**src/rtl/dense_argmax_if.sv**
```systemverilog
// Stream bus for dense_argmax. The inference beats come in, and the winning class and its value go out.
// The master side is the upstream neuron producer together with the decision consumer.
// The slave side is the argmax block itself.
interface dense_argmax_if #(
    parameter int DATA_WIDTH = 32,
    parameter int IDX_WIDTH  = 4
);
    logic [DATA_WIDTH-1:0] data_i;
    logic                  valid_i;
    logic                  ready_o;
    logic [IDX_WIDTH-1:0]  class_o;
    logic [DATA_WIDTH-1:0] max_o;
    logic                  valid_o;
    logic                  ready_i;

    modport master (
        output data_i, valid_i, ready_i,
        input  ready_o, class_o, max_o, valid_o
    );

    modport slave (
        input  data_i, valid_i, ready_i,
        output ready_o, class_o, max_o, valid_o
    );
endinterface

```
**src/rtl/dense_argmax.sv**
```systemverilog
// Final classification stage. It scans NUM_CLASSES float32 neuron results, one per
// accepted beat, and keeps the running maximum and its index. It then holds the
// winner on a valid/ready output until the consumer accepts it.
module dense_argmax #(
    parameter int NUM_CLASSES = 10,
    parameter int DATA_WIDTH  = 32,
    parameter int IDX_WIDTH   = 4
) (
    input  logic             clk,
    input  logic             rst,
    dense_argmax_if.slave    bus
);
    localparam logic [IDX_WIDTH-1:0]  LAST_IDX = IDX_WIDTH'(NUM_CLASSES - 1);
    localparam logic [DATA_WIDTH-1:0] QNAN     = 32'h7FC0_0000;
    localparam logic [DATA_WIDTH-1:0] NEG_ZERO = 32'h8000_0000;
    localparam logic [DATA_WIDTH-1:0] SIGN_BIT = 32'h8000_0000;

    typedef enum logic [0:0] {S_COLLECT, S_OUTPUT} state_t;

    state_t                r_state, w_state_nxt;
    logic [IDX_WIDTH-1:0]  r_cnt;
    logic [IDX_WIDTH-1:0]  r_class;
    logic [DATA_WIDTH-1:0] r_max;
    logic                  r_valid;
    logic                  r_best_seen;

    logic                  w_accept, w_last, w_nan, w_upd, w_out_hs;
    logic [DATA_WIDTH-1:0] w_key, w_best_key;

    // Turn a float into an unsigned key that sorts the same way as the float.
    // -0 is folded onto +0 first, so the two zeros tie.
    function automatic logic [DATA_WIDTH-1:0] f_key(input logic [DATA_WIDTH-1:0] x);
        logic [DATA_WIDTH-1:0] v;
        v = (x == NEG_ZERO) ? '0 : x;
        return v[DATA_WIDTH-1] ? ~v : (v | SIGN_BIT);
    endfunction

    assign w_accept   = bus.valid_i & (r_state == S_COLLECT);
    assign w_last     = w_accept & (r_cnt == LAST_IDX);
    assign w_out_hs   = r_valid & bus.ready_i;
    assign w_nan      = (&bus.data_i[30:23]) & (|bus.data_i[22:0]);
    assign w_key      = f_key(bus.data_i);
    // The best key is derived from the stored max rather than kept in its own register.
    assign w_best_key = f_key(r_max);
    // Strict greater-than: on a tie the earlier (lower) index is kept.
    assign w_upd      = w_accept & ~w_nan & (~r_best_seen | (w_key > w_best_key));

    // FSM state register
    always_ff @(posedge clk) begin
        if (rst) r_state <= S_COLLECT;
        else     r_state <= w_state_nxt;
    end

    // FSM next state: collect a full frame, then hold the result until it is taken.
    always_comb begin
        w_state_nxt = r_state;
        case (r_state)
            S_COLLECT: if (w_last)      w_state_nxt = S_OUTPUT;
            S_OUTPUT:  if (bus.ready_i) w_state_nxt = S_COLLECT;
            default:                    w_state_nxt = S_COLLECT;
        endcase
    end

    // Beat counter, running max/index, and output valid.
    always_ff @(posedge clk) begin
        if (rst) begin
            r_cnt       <= '0;
            r_class     <= '0;
            r_max       <= '0;
            r_valid     <= 1'b0;
            r_best_seen <= 1'b0;
        end else begin
            if (w_accept)
                r_cnt <= w_last ? '0 : r_cnt + 1'b1;
            if (w_upd) begin
                r_max       <= bus.data_i;
                r_class     <= r_cnt;
                r_best_seen <= 1'b1;
            end else if (w_last && !r_best_seen) begin
                // The whole frame was NaN, so report a quiet NaN at index 0.
                r_max   <= QNAN;
                r_class <= '0;
            end
            if (w_last) begin
                r_valid <= 1'b1;
            end else if (w_out_hs) begin
                r_valid     <= 1'b0;
                r_best_seen <= 1'b0;
            end
        end
    end

    assign bus.ready_o = (r_state == S_COLLECT);
    assign bus.valid_o = r_valid;
    assign bus.class_o = r_class;
    assign bus.max_o   = r_max;
endmodule
```
**src/flat_wrapper.sv**
```systemverilog
// flat-port wrapper written by rule: the top's interface ports become plain ports
module dense_argmax_flat 
#(
    parameter int NUM_CLASSES = 10,
    parameter int DATA_WIDTH  = 32,
    parameter int IDX_WIDTH   = 4
)
  (clk, rst, bus_data_i, bus_valid_i, bus_ready_i, bus_ready_o, bus_class_o, bus_max_o, bus_valid_o);
  dense_argmax_if #(.DATA_WIDTH(DATA_WIDTH), .IDX_WIDTH(IDX_WIDTH)) bus_i ();
  input  logic clk;
  input  logic rst;
  input wire logic [$bits(bus_i.data_i)-1:0] bus_data_i;
  input wire logic [$bits(bus_i.valid_i)-1:0] bus_valid_i;
  input wire logic [$bits(bus_i.ready_i)-1:0] bus_ready_i;
  output wire logic [$bits(bus_i.ready_o)-1:0] bus_ready_o;
  output wire logic [$bits(bus_i.class_o)-1:0] bus_class_o;
  output wire logic [$bits(bus_i.max_o)-1:0] bus_max_o;
  output wire logic [$bits(bus_i.valid_o)-1:0] bus_valid_o;
  assign bus_i.data_i = bus_data_i;
  assign bus_i.valid_i = bus_valid_i;
  assign bus_i.ready_i = bus_ready_i;
  assign bus_ready_o = bus_i.ready_o;
  assign bus_class_o = bus_i.class_o;
  assign bus_max_o = bus_i.max_o;
  assign bus_valid_o = bus_i.valid_o;
  dense_argmax #(.NUM_CLASSES(NUM_CLASSES), .DATA_WIDTH(DATA_WIDTH), .IDX_WIDTH(IDX_WIDTH)) u_core (.clk(clk), .rst(rst), .bus(bus_i));
endmodule
```
**config.mk**
```make
export PLATFORM = sky130hd
export DESIGN_NAME = dense_argmax_flat
export DESIGN_NICKNAME = d
export VERILOG_FILES = /design/src/rtl/dense_argmax_if.sv /design/src/rtl/dense_argmax.sv /design/src/flat_wrapper.sv
export SDC_FILE = /design/constraint.sdc
export NUM_CORES = 1
export LEC_CHECK = 0
export ABC_CLOCK_PERIOD_IN_PS = 8000
export CAP_MARGIN = 0
export CORE_MARGIN = 2
export CORE_UTILIZATION = 45
export DETAILED_ROUTE_END_ITERATION = 12
export PLACE_DENSITY = 0.73
export SETUP_SLACK_MARGIN = 0.5
export SYNTH_ARGS = -nofsm -noshare
export SYNTH_HDL_FRONTEND = slang
export SYNTH_SLANG_ARGS = --single-unit
```
**constraint.sdc**
```tcl
create_clock -name clk -period 8 [get_ports clk]
set_input_delay 1.2 -clock clk [delete_from_list [all_inputs] [get_ports clk]]
set_output_delay 1.2 -clock clk [all_outputs]
set_load 0.01 [all_outputs]
```
==> flow_metrics.py <==
metrics = {
    "outcome": {
        "status": "complete, no violations",
    },
    "power_and_ir_drop": {
        "powerDensity_nw_per_um2": 153,
        "p_seq_share_pct": 36.9,
        "net-switching-power_uw": 251,
        "switching_share_pct": 36.9,
        "clkPwrFrac_pct": 23.0,
        "leakage_nw": 1.87,
        "p_int_uw": 429,
        "comb_power_share_pct": 40.2,
        "power_uw": 680,
        "vdd_drop_max_v": 0.0000797,
    },
    "logic_synthesis": {
        "synth_cell_types": 44,
        "synthArstFlopShare_pct": 0,
        "yosys_warnings": 0,
        "synth_ff_type": "dfxtp_1",
        "synth_compound_area_share_pct": 11.5,
        "avgSynthCellArea_um2": 8.30,
        "synth_area_um2": 3630,
        "yosys_register_bits": 43,
        "synthMuxAreaShare_pct": 7.45,
        "yosys-top-cells-area": "dfxtp_1, ha_1, xor2_1",
        "synth_fa_ha_area_share_pct": 11.7,
        "netlist_instances": 437,
        "yosysTopAreaCellShare_pct": 23.7,
        "synth_area_leader_cell": "dfxtp_1",
        "synth-simple-area-share_pct": 26.2,
        "synth_xor_area_share_pct": 15.0,
        "synth-edff-count": 0,
        "ys_seq_area_share_pct": 23.7,
        "syn-num-nets": 507,
        "synth_top_family_by_area": "simple AND/OR/NAND/NOR gates",
    },
    "critical_path": {
        "start_kind": "input port",
        "end_kind": "flop",
        "crit_arrival_ns": 6.25,
        "cp_max_fo": 36,
        "criticalPathCategory": "input port to flop",
        "worstPathRequired_ns": 8.23,
    },
    "cts": {
        "clk_pin_slew_ns": 0.10,
        "cts-buffers-inserted": 5,
        "clk_latency_ns": 0.31,
        "root_buffer": "clkbuf_8",
        "cts_tree": "built",
        "clockBufferDepth": 2,
        "cts-htree-levels": 2,
        "cts.sinks": 43,
        "postCtsHoldBufs": 0,
        "cts_setup_buffers": 0,
        "postCtsResizedCells": 0,
    },
    "floorplan": {
        "core_area_um2": 7770,
        "die_h_um": 93.8,
        "dieArea_um2": 8790,
        "start_util_pct": 46.7,
        "rows": 32,
        "io_pins": 74,
        "fp.dieW_um": 93.8,
    },
    "sta": {
        "relSlewSlack_pct": 26.3,
        "hold_viol": 0,
        "fin_skew_ns": 0.00717,
        "worst_slack_ns": 1.98,
        "worst_slew_pin_slew_ns": 1.11,
        "rsz0062_at_grt": "false",
        "tns_ns": 0,
        "min_period_ns": 6.02,
        "fin_hold_ws_ns": 0.472,
        "min_period_over_period_pct": 75.2,
        "finalSetupViolCount": 0,
        "max_freq_ghz": 0.166,
        "slew_violations": 0,
    },
    "cells_and_area": {
        "area_delta_synth_final_pct": 23.0,
        "antennaDiodeCount": 0,
        "final_layout_size_suffix_gt1_share_pct": 6.64,
        "fin_nets": 566,
        "stdcell_count": 599,
        "final_common_cell": "clkdlybuf4s50_1",
        "final_cell_mix": "clkdlybuf4s50_1, nand2_1, nor2_1, dfxtp_1, ha_1",
    },
    "detailed_routing": {
        "postRouteAntennaNets": 0,
        "post_drt_wl_per_cell_um": 15.5,
        "drt_iter0_drc": 159,
        "post-route-drc-count": 0,
        "first_pass_iters": 4,
        "via_per_inst": 5.45,
        "num_vias": 3262,
        "finalWirelength_um": 9310,
    },
    "min_path": {
        "hp-class": "flop to flop",
    },
    "run": {
        "drv_cap": 0,
    },
    "global_routing": {
        "grt_first_pass_wirelength_um": 15400,
        "grt_antenna_before_repair": 0,
        "grt_pass1_vias": 3237,
        "grt_max_degree": 45,
        "grt.total_usage_pct": 21.5,
        "gr-total-overflow": 0,
    },
    "place": {
        "place_inst": 591,
        "numPortBuffers": 73,
        "pre_cts_slack_ns": 1.72,
        "routabilityCongestion": 0.864,
        "hpwl_um": 6930,
    },
}
[through the flow]
step / area (um^2) / utilization [%]
2_1_floorplan: 3630 / -
3_3_place_gp: 4370 / 56.2
3_5_place_dp: 4370 / 56.2
4_1_cts: 4460 / 57.4
5_1_grt: 4460 / 57.4
6_report: 4460 / 57.4
[Yosys cell counts (all sizes together) (2+ instances only)]
master and number:
clkbuf 19, a211oi 19, nor4 15, o31ai 2, o21ai 2, nor2b 2
xor2 32, a21oi 18, nand2 65, xnor2 30, mux2i 27, nor3 6
nor4b 2, dfxtp 43, nand2b 32, a21o 5, ha 34, inv 3
buf 6, nand4 12, o211ai 2, nand3 6, nor2 44
[final cells by class]
cell class	instances	area, um^2
timing repair buffer	77	756
sequential	43	861
tap	102	128
clock inverter	3	26.3
fill	700	3310
inverter	3	11.3
multi-input combinational	366	2610
clock buffer	5	68.8
[power groups by stage]
stage / registers [mW] / clock network, mW / logic [mW]
6_report: 0.251 / 0.156 / 0.273
5_1_grt: 0.253 / 0.167 / 0.303
4_1_cts: 0.251 / 0.161 / 0.273
3_5_place_dp: 0.256 / 0 / 0.271
3_3_place_gp: 0.255 / 0 / 0.263
2_1_floorplan: 0.258 / 0 / 0.181
[sequential cells by signal, summed over array words and instances, names as in the netlist]
signal              count
u_core.bus.class_o      4
u_core.r_cnt            4
u_core.r_best_seen      1
u_core.bus.valid_o      1
u_core.bus.max_o       32
u_core.r_state          1
[per-layer routing]
metal | share of wire [%] | vias up | GRT usage [%]
met1 | 46 | 1553 | 28.3
met3 | 5.0 | 10 | 3.45
met4 | 1.3 | 0 | 5.56
met2 | 48 | 72 | 36.4
li1 | - | 1627 | -
met5 | 0 | - | 0
[critical path, stage by stage]
cell,delay (ns)
clkdlybuf4s50_1,0.47
nor4_1,0.49
nand4_1,0.25
nor3_2,0.79
nand2b_1,0.28
xnor2_1,0.15
ha_1,0.29
a21oi_1,0.15
a21oi_1,0.09
nor4b_2,0.80
a21o_2,0.98
mux2i_1,0.28
[cell families after synthesis]
| family | after synthesis |
|---|---|
| adder cells (fa/ha/maj) | 34 |
| XOR/XNOR | 62 |
| AO/OA/AOI/OAI | 52 |
| flip-flops | 43 |
| buffers and inverters | 28 |
| multiplexers | 27 |
| AND/OR/NAND/NOR | 191 |
[worst paths after layout]
| check | slack, ns | from | depth (start not counted) | to |
|---|---|---|---|---|
| worst min-delay path | 0.47 | u_core.bus.class_o[1] | 2 | u_core.bus.class_o[1] |
| worst min register to register | 0.47 | u_core.bus.class_o[1] | 2 | u_core.bus.class_o[1] |
| worst max-delay path | 1.98 | bus_data_i[1] | 12 | u_core.bus.max_o[16] |
| worst max register to register | 2.88 | u_core.bus.max_o[31] | 12 | u_core.bus.max_o[16] |
Note: power is estimated with default switching activity, not from simulation.
